$ cat config.mk
export PLATFORM = sky130hd
export DESIGN_NAME = tqvp_bus_initiator
export DESIGN_NICKNAME = d
export VERILOG_FILES = /design/src/rtl/tqvp_bus_initiator.sv
export SDC_FILE = /design/constraint.sdc
export NUM_CORES = 1
export LEC_CHECK = 0
export CAP_MARGIN = 20
export CORE_ASPECT_RATIO = 1.2
export CORE_MARGIN = 2
export CORE_UTILIZATION = 26
export DETAILED_ROUTE_END_ITERATION = 16
export GPL_TIMING_DRIVEN = 0
export HOLD_SLACK_MARGIN = 0.1
export PLACE_DENSITY = 0.61
export SYNTH_ARGS = -nofsm -noshare
export SYNTH_HDL_FRONTEND = slang
export SYNTH_SLANG_ARGS = --single-unit
$ cat constraint.sdc
create_clock -name clk -period 1.6 [get_ports clk]
set_input_delay 0.24 -clock clk [delete_from_list [all_inputs] [get_ports clk]]
set_output_delay 0.24 -clock clk [all_outputs]
set_load 0.02 [all_outputs]
$ cat src/rtl/tqvp_bus_initiator.sv
// rtl/tqvp_bus_initiator.sv - Host end of the TinyQV peripheral data port (optional read timeout: TQVP_BUS_INIT_TIMEOUT_EN)
module tqvp_bus_initiator #(
    parameter int TIMEOUT_CYCLES = 16
) (
    input  logic        clk,
    input  logic        rst,
    input  logic        cmd_valid,
    output logic        cmd_ready,
    input  logic        cmd_write,
    input  logic [1:0]  cmd_size,
    input  logic [5:0]  cmd_addr,
    input  logic [31:0] cmd_wdata,
    output logic        rsp_valid,
    input  logic        rsp_ready,
    output logic [31:0] rsp_rdata,
    output logic        rsp_err,
    output logic [5:0]  address,
    output logic [31:0] data_in,
    output logic [1:0]  data_write_n,
    output logic [1:0]  data_read_n,
    input  logic [31:0] data_out,
    input  logic        data_ready
);

    typedef enum logic [1:0] {
        S_IDLE,
        S_WR,
        S_RD,
        S_RESP
    } state_t;

    localparam logic [1:0] SIZE_IDLE = 2'b11;

    // A zero limit would make every read an immediate error; reject it at elaboration.
    if (TIMEOUT_CYCLES < 1) begin : g_bad_timeout
        $error("TIMEOUT_CYCLES must be at least 1");
    end

    state_t      state_q;
    logic [1:0]  size_q;
    logic        cmd_ready_q;
    logic        rsp_valid_q;
    logic [31:0] rsp_rdata_q;
    logic        rsp_err_q;
    logic [5:0]  address_q;
    logic [31:0] data_in_q;
    logic [1:0]  data_write_n_q;
    logic [1:0]  data_read_n_q;
    logic [31:0] rdata_d;

`ifdef TQVP_BUS_INIT_TIMEOUT_EN
    localparam int CNT_W = $clog2(TIMEOUT_CYCLES + 1);
    localparam logic [CNT_W-1:0] CNT_LAST = CNT_W'(TIMEOUT_CYCLES - 1);
    logic [CNT_W-1:0] wait_cnt_q;
`endif

    // Zero-extend peripheral read data to the width of the latched access size.
    always_comb begin
        rdata_d = data_out;
        case (size_q)
            2'b00:   rdata_d = {24'd0, data_out[7:0]};
            2'b01:   rdata_d = {16'd0, data_out[15:0]};
            default: rdata_d = data_out;
        endcase
    end

    // Transaction FSM; every port-facing output is a register updated here.
    always_ff @(posedge clk) begin
        if (rst) begin
            state_q        <= S_IDLE;
            size_q         <= 2'b00;
            cmd_ready_q    <= 1'b0;
            rsp_valid_q    <= 1'b0;
            rsp_rdata_q    <= '0;
            rsp_err_q      <= 1'b0;
            address_q      <= '0;
            data_in_q      <= '0;
            data_write_n_q <= SIZE_IDLE;
            data_read_n_q  <= SIZE_IDLE;
`ifdef TQVP_BUS_INIT_TIMEOUT_EN
            wait_cnt_q     <= '0;
`endif
        end else begin
            case (state_q)
                S_IDLE: begin
                    cmd_ready_q <= 1'b1;
                    if (cmd_valid && cmd_ready_q) begin
                        cmd_ready_q <= 1'b0;
                        size_q      <= cmd_size;
                        rsp_rdata_q <= '0;
                        rsp_err_q   <= 1'b0;
                        if (cmd_size == SIZE_IDLE) begin
                            // Illegal size: answer with an error, leave the bus untouched.
                            rsp_err_q   <= 1'b1;
                            rsp_valid_q <= 1'b1;
                            state_q     <= S_RESP;
                        end else begin
                            address_q <= cmd_addr;
                            data_in_q <= cmd_wdata;
                            if (cmd_write) begin
                                data_write_n_q <= cmd_size;
                                state_q        <= S_WR;
                            end else begin
                                data_read_n_q <= cmd_size;
                                state_q       <= S_RD;
`ifdef TQVP_BUS_INIT_TIMEOUT_EN
                                wait_cnt_q    <= '0;
`endif
                            end
                        end
                    end
                end
                S_WR: begin
                    data_write_n_q <= SIZE_IDLE;
                    rsp_valid_q    <= 1'b1;
                    state_q        <= S_RESP;
                end
                S_RD: begin
                    if (data_ready) begin
                        rsp_rdata_q   <= rdata_d;
                        data_read_n_q <= SIZE_IDLE;
                        rsp_valid_q   <= 1'b1;
                        state_q       <= S_RESP;
`ifdef TQVP_BUS_INIT_TIMEOUT_EN
                    end else if (wait_cnt_q == CNT_LAST) begin
                        // Last permitted wait cycle passed without data_ready.
                        data_read_n_q <= SIZE_IDLE;
                        rsp_err_q     <= 1'b1;
                        rsp_valid_q   <= 1'b1;
                        state_q       <= S_RESP;
                    end else begin
                        wait_cnt_q <= wait_cnt_q + CNT_W'(1);
`endif
                    end
                end
                S_RESP: begin
                    if (rsp_ready) begin
                        rsp_valid_q <= 1'b0;
                        cmd_ready_q <= 1'b1;
                        state_q     <= S_IDLE;
                    end
                end
                default: state_q <= S_IDLE;
            endcase
        end
    end

    assign cmd_ready    = cmd_ready_q;
    assign rsp_valid    = rsp_valid_q;
    assign rsp_rdata    = rsp_rdata_q;
    assign rsp_err      = rsp_err_q;
    assign address      = address_q;
    assign data_in      = data_in_q;
    assign data_write_n = data_write_n_q;
    assign data_read_n  = data_read_n_q;

endmodule

### Word level (Yosys, flattened, before mapping)

Index checks and enable logic that the tools add are counted.

* bits in registers: 81
* output and inout port bits: 77
* input bits: 78
* word-level logic and storage cells: 64

* muxes and demuxes: 27
* bitwise gates (word level): 1
* reductions and logical operators: 14
* equality and inequality tests: 12

Operator list (number)
* $pmux W32 S2: 2
* $mux W32: 2
* $mux W2: 11
* $ne A2 B2 Y1 const B: 7
* $reduce_and A3 Y1: 3
* $pmux W2 S2: 2
* $pmux W2 S4: 1
* $reduce_and A4 Y1: 2
* $mux W1: 7
* $eq A2 B2 Y1 const B: 3
* $reduce_bool A2 Y1: 3
* $reduce_and A5 Y1: 1
* $eq A2 B1 Y1 const B: 2
* $logic_not A2 Y1: 2
* $pmux W1 S4: 1
* $reduce_and A2 Y1: 2
* $pmux W1 S2: 1
* $logic_and A1 B1 Y1: 1
* $not A1 Y1: 1

### Logic depth before layout (Yosys ltp)

* depth after elaboration: 4
* gate-level depth with buffers: 8
* depth with buffers taken out: 5

### Least setup slack after synthesis

No wires, ideal clock.

* path type: register to register
* from: register state_q[0]
* to: register rsp_valid_q, in the netlist rsp_valid
* slack: 0.021 ns
* arrival time: 1.509 ns
* setup time: 0.070 ns
* clock period less this slack: 1.579 ns
* path buffers: 1
* stages on the path, launching flop included: 7
* path through: dfxtp_1 inv_1 ha_1 buf_6 a21boi_4 or4_1 a21oi_1

* word-level cells in the longest chain between the ends: 3
* elaborated cells between the ends (all ways): 10
* classes of those cells: eq/ne (7); mux (1); reduce/logical (2)

Ends and longest elaborated chain
* start: declaration: line 39 `state_t state_q;`
* start signal: assignment: line 70 `state_q <= S_IDLE;`
* start signal: assignment: line 96 `state_q <= S_RESP;`
* start signal: assignment: line 102 `state_q <= S_WR;`
* $eq A2 B2 Y1 or $logic_not A2 Y1 (tied branches): line 84 `case (state_q)`
* $ne A2 B2 Y1 (no line)
* $reduce_and A4 Y1 (no line)
* end signal: assignment: line 73 `rsp_valid_q <= 1'b0;`
* end signal: assignment: line 95 `rsp_valid_q <= 1'b1;`
* end signal: assignment: line 115 `rsp_valid_q <= 1'b1;`
* end: declaration: line 42 `logic rsp_valid_q;`

Several ways; a longest one is shown, not always the timed one.
A chain may end at the register's enable or synchronous reset.

### Worst setup path after layout

* from: register state_q[1]
* to: register rsp_valid_q, in the netlist rsp_valid

Same word-level chain as after synthesis.

==> flow_metrics.py <==
metrics = {
    "logic_synthesis": {
        "synth.area.top_cells": "dfxtp_1, a21oi_1, o31ai_1, o2111ai_1, nand3_1",
        "synth_seq_area_share_pct": 45.9,
        "async_flop_share_pct": 0,
        "yosys.area_share.simple_pct": 11.8,
        "synth_cells": 403,
        "synth_compound_area_share_pct": 31.3,
        "synthAdderAreaFrac_pct": 1.77,
        "synthFlopType": "dfxtp_1",
        "synthXorXnorAreaFrac_pct": 0,
        "synth_top_family_by_area": "compound AO/OA/AOI/OAI gates",
        "synth_top_area_share_pct": 45.9,
        "ys_types": 35,
        "synth_seq_cells": 81,
        "synth.largest_area_cell": "dfxtp_1",
        "postSynthAreaPerCell_sq_um": 8.76,
        "synth_nets": 486,
        "synthMuxAreaShare_pct": 2.02,
        "synthesis.area_sq_um": 3530,
        "yosys_warnings": 0,
        "synth_edf_count": 0,
    },
    "cts": {
        "numCtsBuffers": 9,
        "clkSlewWorstSetupHoldPaths_ns": 0.07,
        "cts_tree": "done",
        "clockBufferDepth": 2,
        "cts_hold_buffers": 0,
        "clk_root_buffer_cell": "clkbuf_16",
        "clk_latency_ns": 0.34,
        "cts_num_sinks": 81,
        "htree_levels": 3,
    },
    "route": {
        "wl_microns": 13000,
        "antenna_left": 0,
        "drc": 0,
        "wl_per_cell_microns": 17.4,
        "drt_first_pass_iters": 5,
        "drtIter0Drc": 310,
        "vias_per_cell": 5.17,
        "num_vias": 3865,
    },
    "placed_design": {
        "dp_hpwl_microns": 9180,
        "gp_congestion": 0.775,
        "io_buffers": 154,
        "post-place-ws_ns": -0.470,
        "placed_cells": 725,
        "placed_area_sq_um": 5280,
    },
    "global_route": {
        "use_met3_pct": 5.61,
        "antenna_found_initial": 0,
        "grt_max_degree": 15,
        "grtUsageTotal_pct": 17.5,
        "grtUsageMet2_pct": 29.2,
        "grt_pass1_wl_microns": 20000,
        "gr-total-overflow": 0,
        "grt_pass1_vias": 3840,
        "met1_usage_pct": 21.8,
        "top_usage_layer": "met2",
    },
    "timing": {
        "max_freq_mhz": 637,
        "setup_viol": 0,
        "rsz0062_at_grt": "true",
        "timing.final.crit_share_pct": 98.1,
        "hold_viol_final": 0,
        "slew_headroom_pct": 61.6,
        "fin_tns_setup_ns": 0,
        "slew_violations": 0,
        "setup_ws_ns": 0.0310,
        "clock_skew_ns": 0.00530,
        "worst_pin_slew_ns": 0.576,
        "min_period_ns": 1.57,
    },
    "critical_path": {
        "endpoint_kind": "flop",
        "cp_data_arrival_time_ns": 1.85,
        "reg2reg_depth": 6,
        "worstPathRequired_ns": 1.88,
        "r2r_end": "rsp_valid",
        "worst-setup-path-type": "reg -> reg",
        "cp_max_fo": 7,
        "reg2reg_from": "state_q[1]",
        "startpoint_type": "flop",
        "r2r_slack_ns": 0.03,
    },
    "hold_path": {
        "hp-start": "cmd_size[0]",
        "hold_class": "in -> reg",
        "hold-path-endpoint": "size_q[0]",
        "min_path_cells": 3,
    },
    "job": {
        "max_cap_viol_count": 0,
    },
    "floorplan": {
        "num_rows": 46,
        "ioPinCount": 155,
        "floorplan.initialDensity_pct": 26.7,
        "core_area_sq_um": 13200,
        "dieArea_sq_um": 14500,
        "die_x_microns": 110,
        "die_h_microns": 132,
    },
    "cells_and_area": {
        "final_cells": 747,
        "fin_area_sq_um": 5980,
        "drive_gt1_share_pct": 18.1,
        "layout.nets": 657,
        "n_antenna_cell": 0,
        "area_growth_pct": 69.4,
    },
    "pwr": {
        "ir_worst_vdd_mv": 0.700,
        "p_leak_nw": 2.13,
        "p_per_area_nw_per_um2": 1300,
    },
    "outcome": {
        "status": "finished clean",
    },
}
==> worst max-delay path by stage <==
stage	end	startpoint	slack [ns]
floorplan	rsp_valid	state_q[0]	0.02
global placement	rsp_valid	rst	-0.42
detailed placement	rsp_rdata[31]	rst	-0.47
CTS	rsp_rdata[14]	state_q[1]	-0.03
global route	rsp_rdata[30]	state_q[1]	-0.04
finish	rsp_valid	state_q[1]	0.03
==> layout by cell type (no fill, tap or decap), types with 3 or more instances in the layout <==
cell               n
a21oi_1           69
a21oi_2            5
buf_2              5
buf_4             19
buf_6             11
clkbuf_1          10
clkbuf_16          9
clkbuf_2           5
clkbuf_4           3
clkdlybuf4s50_1  147
dfxtp_1           78
dlymetal6s2s_1     6
mux2i_1            6
nand2_1            5
nand2b_1           3
nand3_1           38
nand4_1           10
nor2_1             5
nor2b_1            3
nor3_1             6
o2111ai_1         16
o2111ai_2          7
o21ai_0           34
o21ai_1            4
o31ai_1           22
o31ai_2           10
==> layer usage <==
metal  share of wire [%]  wire (microns)
met4                 1.2             161
met5                   0               0
met3                 7.7            1000
met1                  43            5540
met2                  48            6300
==> critical path, stage by stage (launching register included) <==
cell and delay, ns:
dfxtp_4 0.36, inv_2 0.05, ha_4 0.16, buf_6 0.13, a21boi_4 0.15, or4_4 0.53, a21oi_2 0.12
==> cells by family after synthesis <==
family,after synthesis
DFF,81
muxes,7
and+or+nand+nor,79
buffers and inverters,54
adders and majority gates,5
AOI/OAI and AO/OA,177
==> per-stage QoR <==
stage | total power [mW] | utilization, % | hold slack [ns]
finish | 7.80 | 45.2 | 0.334
global route | 8.20 | 45.2 | 0.376
CTS | 7.54 | 43.7 | 0.453
detailed placement | 4.99 | 39.9 | 0.457
global placement | 4.94 | 39.9 | 0.452
floorplan | 3.97 | - | 0.376
==> Yosys cell counts (2+ instances only) <==
cell type  count
nand2b_1       3
buf_2         17
clkbuf_1      25
clkbuf_2       2
mux2i_1        6
ha_1           5
nor2b_1        4
nand4_1       10
nand3_1       39
o21ai_1        2
and2_1         3
o2111ai_1     23
nand2_1        5
nor2_1         6
nor3_1         6
o31ai_1       32
a211o_1        2
buf_4          5
dfxtp_1       81
o21ai_0       36
a21oi_1       74
inv_1          4
==> what timing repair did <==
item,4_1_cts,5_1_grt
pin swaps,4,3
setup buffers,4,2
gates cloned,1,2
resized for setup,56,62
setup endpoints to repair,79,75
==> sequential cells by signal, summed over array words and instances, names as in the netlist <==
name / cells
data_in: 32
rsp_valid: 1
state_q: 2
rsp_rdata: 32
data_write_n: 2
size_q: 2
cmd_ready: 1
data_read_n: 2
address: 6
rsp_err: 1
==> area by class of cell <==
class                      instances  area, sq um
fill                            1294         7260
multi-input combinational        269         1850
sequential                        81         1630
timing repair buffer             162         1610
buffer                            47          352
clock buffer                      11          253
tap                              168          210
clock inverter                     5         62.6
inverter                           4         15.0
==> where the power goes <==
part	internal [mW]	total, mW	switching [mW]
registers	2.23	2.37	0.139
clock network	1.30	2.19	0.884
logic	1.41	3.24	1.84
total	4.94	7.80	2.86
(Power assumes the default switching activity.)
